## config.mk

```make
export PLATFORM = sky130hd
export DESIGN_NAME = regfile_mp_bypass
export DESIGN_NICKNAME = d
export VERILOG_FILES = /design/src/rtl/regfile_mp_bypass.sv
export SDC_FILE = /design/constraint.sdc
export NUM_CORES = 2
export LEC_CHECK = 0
export CAP_MARGIN = 5
export CORE_MARGIN = 2
export CORE_UTILIZATION = 65
export CTS_BUF_LIST = sky130_fd_sc_hd__clkbuf_8
export CTS_CLUSTER_SIZE = 20
export DETAILED_ROUTE_END_ITERATION = 10
export PLACE_DENSITY = 0.8
export SYNTH_ARGS = -nofsm -noshare
export SYNTH_HDL_FRONTEND = slang
export SYNTH_SLANG_ARGS = --single-unit
```

## constraint.sdc

```tcl
create_clock -name CLK -period 10.9 [get_ports CLK]
set_clock_uncertainty 0.2 [all_clocks]
set_input_delay 3.27 -clock CLK [delete_from_list [all_inputs] [get_ports CLK]]
set_output_delay 3.27 -clock CLK [all_outputs]
set_load 0.02 [all_outputs]
```

## src/rtl/regfile_mp_bypass.sv

```systemverilog
// Two-write, two-read register file with same-cycle write-to-read bypass,
// a per-register busy scoreboard and a post-reset clear sweep of a resetless array.
module regfile_mp_bypass #(
  parameter int XLEN  = 32,
  parameter int NREGS = 32,
  localparam int AW   = $clog2(NREGS)
) (
  input  logic            CLK,
  input  logic            RST_N,
  input  logic [AW-1:0]   READ_REG1,
  input  logic [AW-1:0]   READ_REG2,
  output logic [XLEN-1:0] READ_DATA1,
  output logic [XLEN-1:0] READ_DATA2,
  output logic            READ_BUSY1,
  output logic            READ_BUSY2,
  input  logic            WE0,
  input  logic [AW-1:0]   WADDR0,
  input  logic [XLEN-1:0] WDATA0,
  input  logic            WE1,
  input  logic [AW-1:0]   WADDR1,
  input  logic [XLEN-1:0] WDATA1,
  input  logic            ISSUE_EN,
  input  logic [AW-1:0]   ISSUE_REG,
  output logic            READY,
  output logic            CONFLICT
);

  typedef enum logic {
    ST_INIT = 1'b0,
    ST_RUN  = 1'b1
  } state_t;

  localparam logic [AW:0] CNT_ONE = {{AW{1'b0}}, 1'b1};

  state_t            state_r;
  logic [AW:0]       cnt_r;
  logic [NREGS-1:0]  busy_r;
  logic [NREGS-1:0]  busy_nxt_s;
  logic              conflict_r;
  logic [XLEN-1:0]   mem_r [NREGS];
  logic              run_s;
  logic              same_addr_s;
  logic              w0_commit_s;

  assign run_s       = (state_r == ST_RUN);
  assign same_addr_s = WE0 && WE1 && (WADDR0 == WADDR1) && (WADDR0 != {AW{1'b0}});
  // W1 owns an address it shares with W0 in the same cycle.
  assign w0_commit_s = WE0 && (WADDR0 != {AW{1'b0}}) && !(WE1 && (WADDR1 == WADDR0));

  function automatic logic [XLEN-1:0] read_mux(
    input logic            run,
    input logic [AW-1:0]   addr,
    input logic            we0,
    input logic [AW-1:0]   waddr0,
    input logic [XLEN-1:0] wdata0,
    input logic            we1,
    input logic [AW-1:0]   waddr1,
    input logic [XLEN-1:0] wdata1,
    input logic [XLEN-1:0] entry
  );
    logic [XLEN-1:0] val;
    if (!run || (addr == {AW{1'b0}})) begin
      val = {XLEN{1'b0}};
    end else if (we1 && (waddr1 == addr)) begin
      val = wdata1;
    end else if (we0 && (waddr0 == addr)) begin
      val = wdata0;
    end else begin
      val = entry;
    end
    return val;
  endfunction

  // Sweep/run sequencing and the sticky same-address write conflict flag.
  always_ff @(posedge CLK or negedge RST_N) begin
    if (!RST_N) begin
      state_r    <= ST_INIT;
      cnt_r      <= {(AW+1){1'b0}};
      conflict_r <= 1'b0;
    end else begin
      case (state_r)
        ST_INIT: begin
          // cnt_r reaching NREGS means the last entry was cleared on the previous edge.
          if (cnt_r[AW]) begin
            state_r <= ST_RUN;
          end else begin
            cnt_r   <= cnt_r + CNT_ONE;
            state_r <= ST_INIT;
          end
        end
        ST_RUN: begin
          if (same_addr_s) begin
            conflict_r <= 1'b1;
          end
        end
        default: begin
          state_r <= ST_INIT;
          cnt_r   <= {(AW+1){1'b0}};
        end
      endcase
    end
  end

  // Next busy vector: issue set wins over a same-edge W1 clear; r0 never busy.
  always_comb begin
    busy_nxt_s = busy_r;
    if (run_s) begin
      if (WE1) begin
        busy_nxt_s[WADDR1] = 1'b0;
      end else begin
        busy_nxt_s = busy_r;
      end
      if (ISSUE_EN) begin
        busy_nxt_s[ISSUE_REG] = 1'b1;
      end else begin
        busy_nxt_s[0] = 1'b0;
      end
    end else begin
      busy_nxt_s = busy_r;
    end
    busy_nxt_s[0] = 1'b0;
  end

  // Busy scoreboard register.
  always_ff @(posedge CLK or negedge RST_N) begin
    if (!RST_N) begin
      busy_r <= {NREGS{1'b0}};
    end else begin
      busy_r <= busy_nxt_s;
    end
  end

  // Storage array: no reset term, cleared by the sweep instead.
  always_ff @(posedge CLK) begin
    if (!run_s) begin
      if (!cnt_r[AW]) begin
        mem_r[cnt_r[AW-1:0]] <= {XLEN{1'b0}};
      end
    end else begin
      if (WE1 && (WADDR1 != {AW{1'b0}})) begin
        mem_r[WADDR1] <= WDATA1;
      end
      if (w0_commit_s) begin
        mem_r[WADDR0] <= WDATA0;
      end
    end
  end

  // Combinational read ports with bypass and busy reporting.
  always_comb begin
    READ_DATA1 = read_mux(run_s, READ_REG1, WE0, WADDR0, WDATA0, WE1, WADDR1, WDATA1,
                          mem_r[READ_REG1]);
    READ_DATA2 = read_mux(run_s, READ_REG2, WE0, WADDR0, WDATA0, WE1, WADDR1, WDATA1,
                          mem_r[READ_REG2]);
    READ_BUSY1 = run_s && (READ_REG1 != {AW{1'b0}}) && busy_r[READ_REG1]
                 && !(WE1 && (WADDR1 == READ_REG1));
    READ_BUSY2 = run_s && (READ_REG2 != {AW{1'b0}}) && busy_r[READ_REG2]
                 && !(WE1 && (WADDR1 == READ_REG2));
  end

  assign READY    = run_s;
  assign CONFLICT = conflict_r;

endmodule

```

==> summary.txt <==
Timing
  • Min Tclk post-route: 10.41 ns
  • Pins Over Slew Limit: 0
  • Fin crit share: a little over nine tenths
  • Setup TNS: 0 ns
  • FMAX: a little under 100 MHz
  • Setup-failing EPs final: 0
  • Final Hold Viols: 0
  • Worst slew margin: around 1.7%
  • Unrepaired setup endpoints after global routing: no
  • Final WS setup: around 0.49 ns
  • Least-Margin Pin Slew: about 1.5 ns

CTS
  • Root Buffer: clkbuf_8
  • CTS tree: yes
  • # resized after CTS: 0
  • Setup bufs post-CTS: 0
  • H-tree depth: 4
  • Clk buf depth: 3
  • CTS buffer count: between 150 and 200
  • Clock sink count: between 1000 and 1500
  • Worst skew pair latency: around 0.9 ns
  • Clock slew at reported path FFs: roughly 0.06 ns
  • Cts-stage hold buffer count: 0

Global route
  • Grt total ovfl: 0
  • Initial antenna violation count: 6
  • Largest net degree at the start of global routing: between 100 and 150
  • First-pass GRT wire length: approximately 330 mm
  • Overall Global Routing Usage: a little under half
  • Vias in the first global route: about 46000

Place
  • Routability Congestion: ~0.94
  • Pre-CTS setup slack: 0.7538 ns
  • Post-DP HPWL: between 100 and 150 mm
  • IO buf count: approximately 160
  • Placed cell areas: 66450 um^2

Synth
  • Yosys warning count: 0
  • Syn nets: roughly 4500
  • Synthesized cell area: 63410 um^2
  • Seq/Total Area, Yosys: between 50% and 60%
  • Post-synth cell types: 68
  • Main synth FF type: edfxtp_1
  • Post-Syn Area per Cell: approximately 14 um^2
  • Fraction of registers with async set/reset: 3.669%
  • Synthesized instance count: 4441
  • #FFs+latches synth: between 1000 and 1500
  • EDFF count, synth: a little over 1000

Final layout
  • Area taken by multi-input logic gates: about 30000 um^2
  • Cell area after layout: between 60000 and 70000 um^2
  • Register area: ~32000 um^2
  • Share of layout cells above drive strength 1: between 30% and 40%
  • Area grow syn2layout: 9.900%
  • Nets@finish: about 4500
  • Fillers: about 6200

Detailed routing
  • Post-DR wirelength/cell: about 40 um
  • DRC: 0
  • Post-route ant nets: 0
  • 1st-pass router iterations: 7
  • DRT Wirelength: ~230 mm
  • DR vias: between 40000 and 50000
  • Via density: 8.075
  • Detailed Route Iter0 Violations: around 9000

Worst setup path
  • Crit path depth: 9
  • Critical path cell sequence: clkdlybuf4s50_1, xor2_1, nor4_1, buf_4, a21oi_4, buf_12, nand3_1, nand3_1, clkdlybuf4s50_1
  • CP endpoint kind: output pin
  • Kind of critical path: in -> out
  • Worst Setup Start Kind: primary input
  • Slowest stage cell on the critical path: clkdlybuf4s50_1
  • CP delay by family, top: buffers and inverters
  • Worst path required time: about 7.4 ns
  • WP data arrival: just under 7 ns
  • Crit path max fanout: 27
  • Crit path buf inv count: 4
  • CP max stage delay: 1.00 ns
  • Reg2Reg Depth: 5

Min path
  • Hold depth: 2
  • Worst Hold Class: reg -> reg

Floorplan
  • Effective utilization at floorplan: approximately two thirds
  • Top Ports: around 160
  • Core ar.: about 97000 um^2
  • Die area: 100100 um^2
  • Number of placement rows: 114
  • Die Span Y: about 320 um
  • Die X: ~320 um

Power and ir drop
  • Lkg Pwr: 25.15 nW
  • Maximum VDD drop: 0.1300 mV
  • PwrDens: between 100 and 150 nW/um^2

Outcome
  • Outcome: finished clean

Run
  • Maxcap violations: 0
## worst min-delay path, cell delays in order (launching register included)
cell	delay, ns
dfrtp_1	0.34
inv_1	0.04
o31ai_1	0.06
## layout by cell type (no fill, tap or decap), types with 10 or more instances in the layout
cell             netlist  final
dfrtp_1               39     39
clkinv_1               1     48
xnor2_1               14     14
mux4_2               522    522
o21bai_4               0     20
clkdlybuf4s50_1        0    152
mux2_2               686    686
nand3b_1              10     10
mux2i_1              180    180
edfxtp_1            1024   1024
mux2_1                11     11
nand2_1              315    313
a22oi_1              126    126
o21ai_0              457    446
inv_1                 44    109
a32oi_1               64     64
nand3_1              193    193
o21ai_4                0     11
buf_12                 0     17
clkbuf_8               0    183
clkinv_2               0     13
xor2_1                15     15
diode_2                0     10
buf_4                 20    158
nor2_1                16     15
## synth_stat cells (all sizes together) (2+ instances only)
| master | number | area share [%] |
|---|---|---|
| o21bai | 21 | 0.25 |
| mux2i | 180 | 2.8 |
| nor3 | 14 | 0.19 |
| nand4 | 8 | 0.11 |
| nor3b | 2 | 0.024 |
| mux4 | 522 | 19 |
| o2111ai | 5 | 0.069 |
| nand4b | 2 | 0.028 |
| or4 | 2 | 0.024 |
| a32oi | 64 | 0.88 |
| nand3b | 10 | 0.12 |
| xnor2 | 14 | 0.19 |
| nor4 | 8 | 0.17 |
| o21a | 3 | 0.036 |
| and2 | 9 | 0.089 |
| edfxtp | 1024 | 48 |
| xor2 | 15 | 0.21 |
| clkbuf | 294 | 1.7 |
| a22oi | 126 | 1.5 |
| nand3 | 199 | 1.6 |
| nor4b | 4 | 0.055 |
| and3 | 5 | 0.049 |
| a221o | 2 | 0.032 |
| a2111oi | 8 | 0.12 |
| nor2 | 16 | 0.095 |
| nor2b | 11 | 0.11 |
| nand2b | 6 | 0.059 |
| o22a | 2 | 0.028 |
| nand2 | 315 | 1.9 |
| or3b | 3 | 0.041 |
| and3b | 5 | 0.069 |
| or3 | 6 | 0.059 |
| dfrtp | 39 | 1.5 |
| buf | 253 | 2.0 |
| a31oi | 7 | 0.069 |
| mux2 | 697 | 12 |
| o211ai | 3 | 0.036 |
| o21ai | 457 | 3.6 |
| inv | 45 | 0.27 |
| a21oi | 21 | 0.18 |
## routing by layer
metal | GRT usage (%) | routed length [um] | vias to the layer above
li1 | - | - | 17780
met1 | 57.90 | 70530 | 22990
met2 | 65.76 | 98150 | 4972
met3 | 20.86 | 43440 | 1415
met4 | 32.92 | 20690 | 4
met5 | 0.1894 | 19 | -
## final timing paths
path                       slack, ns                endpoint                  from
hold reg to reg                 0.28    cnt_r[5]$_DFFE_PN0N_  cnt_r[5]$_DFFE_PN0N_
max in group asynchronous       7.61   busy_r[9]$_DFFE_PN0P_                 RST_N
setup / recovery                0.49          READ_DATA2[31]          READ_REG2[3]
min in group asynchronous       2.32   busy_r[5]$_DFFE_PN0P_                 RST_N
hold / removal                  0.28    cnt_r[5]$_DFFE_PN0N_  cnt_r[5]$_DFFE_PN0N_
setup reg to reg                5.86  mem_r[7][11]$_DFFE_PP_       READY$_DFF_PN0_
## power breakdown
part / total, W / internal (W) / leakage (nW) / switching (W)
clock network: 0.00334 / 0.00161 / 1.88 / 0.00172
logic: 0.00125 / 0.000485 / 12.0 / 0.000764
registers: 0.00454 / 0.00452 / 11.2 / 0.0000141
total: 0.00912 / 0.00662 / 25.2 / 0.00250
## kinds of logic after synthesis
family	Yosys count	synth area share, %
AND/OR/NAND/NOR	627	4.799
multiplexers	1399	33.76
flip-flops	1063	50.03
XOR/XNOR	29	0.4006
adder cells (fa/ha/maj)	1	0.01973
buffers and inverters	593	4.039
AO/OA/AOI/OAI	729	6.948
## cell type report
class / count / area share (%)
Multi-Input combinational cell: 2785 / 42.81
Antenna cell: 10 / 0.03591
Sequential cell: 1063 / 45.53
Inverter: 46 / 0.2514
Clock inverter: 143 / 0.9929
Clock buffer: 183 / 3.614
Tap cell: 1276 / 2.291
Timing Repair Buffer: 334 / 4.482
## sequential cells by signal, indices dropped and copies added (netlist names)
signal,count
mem_r,1024
CONFLICT,1
cnt_r,6
READY,1
busy_r,31
## metrics by stage
stage	instances	util (%)	hold slack [ns]	total power [W]
CTS	5830	72.03	0.2769	0.009037
global route	5834	72.04	0.3207	0.009290
floorplan	4441	-	0.2371	0.005368
finish	5840	72.06	0.2833	0.009124
detailed placement	5504	68.71	0.2590	0.005815
global placement	5504	68.71	0.2617	0.005791
No activity file was read; power rests on OpenSTA's default activity.
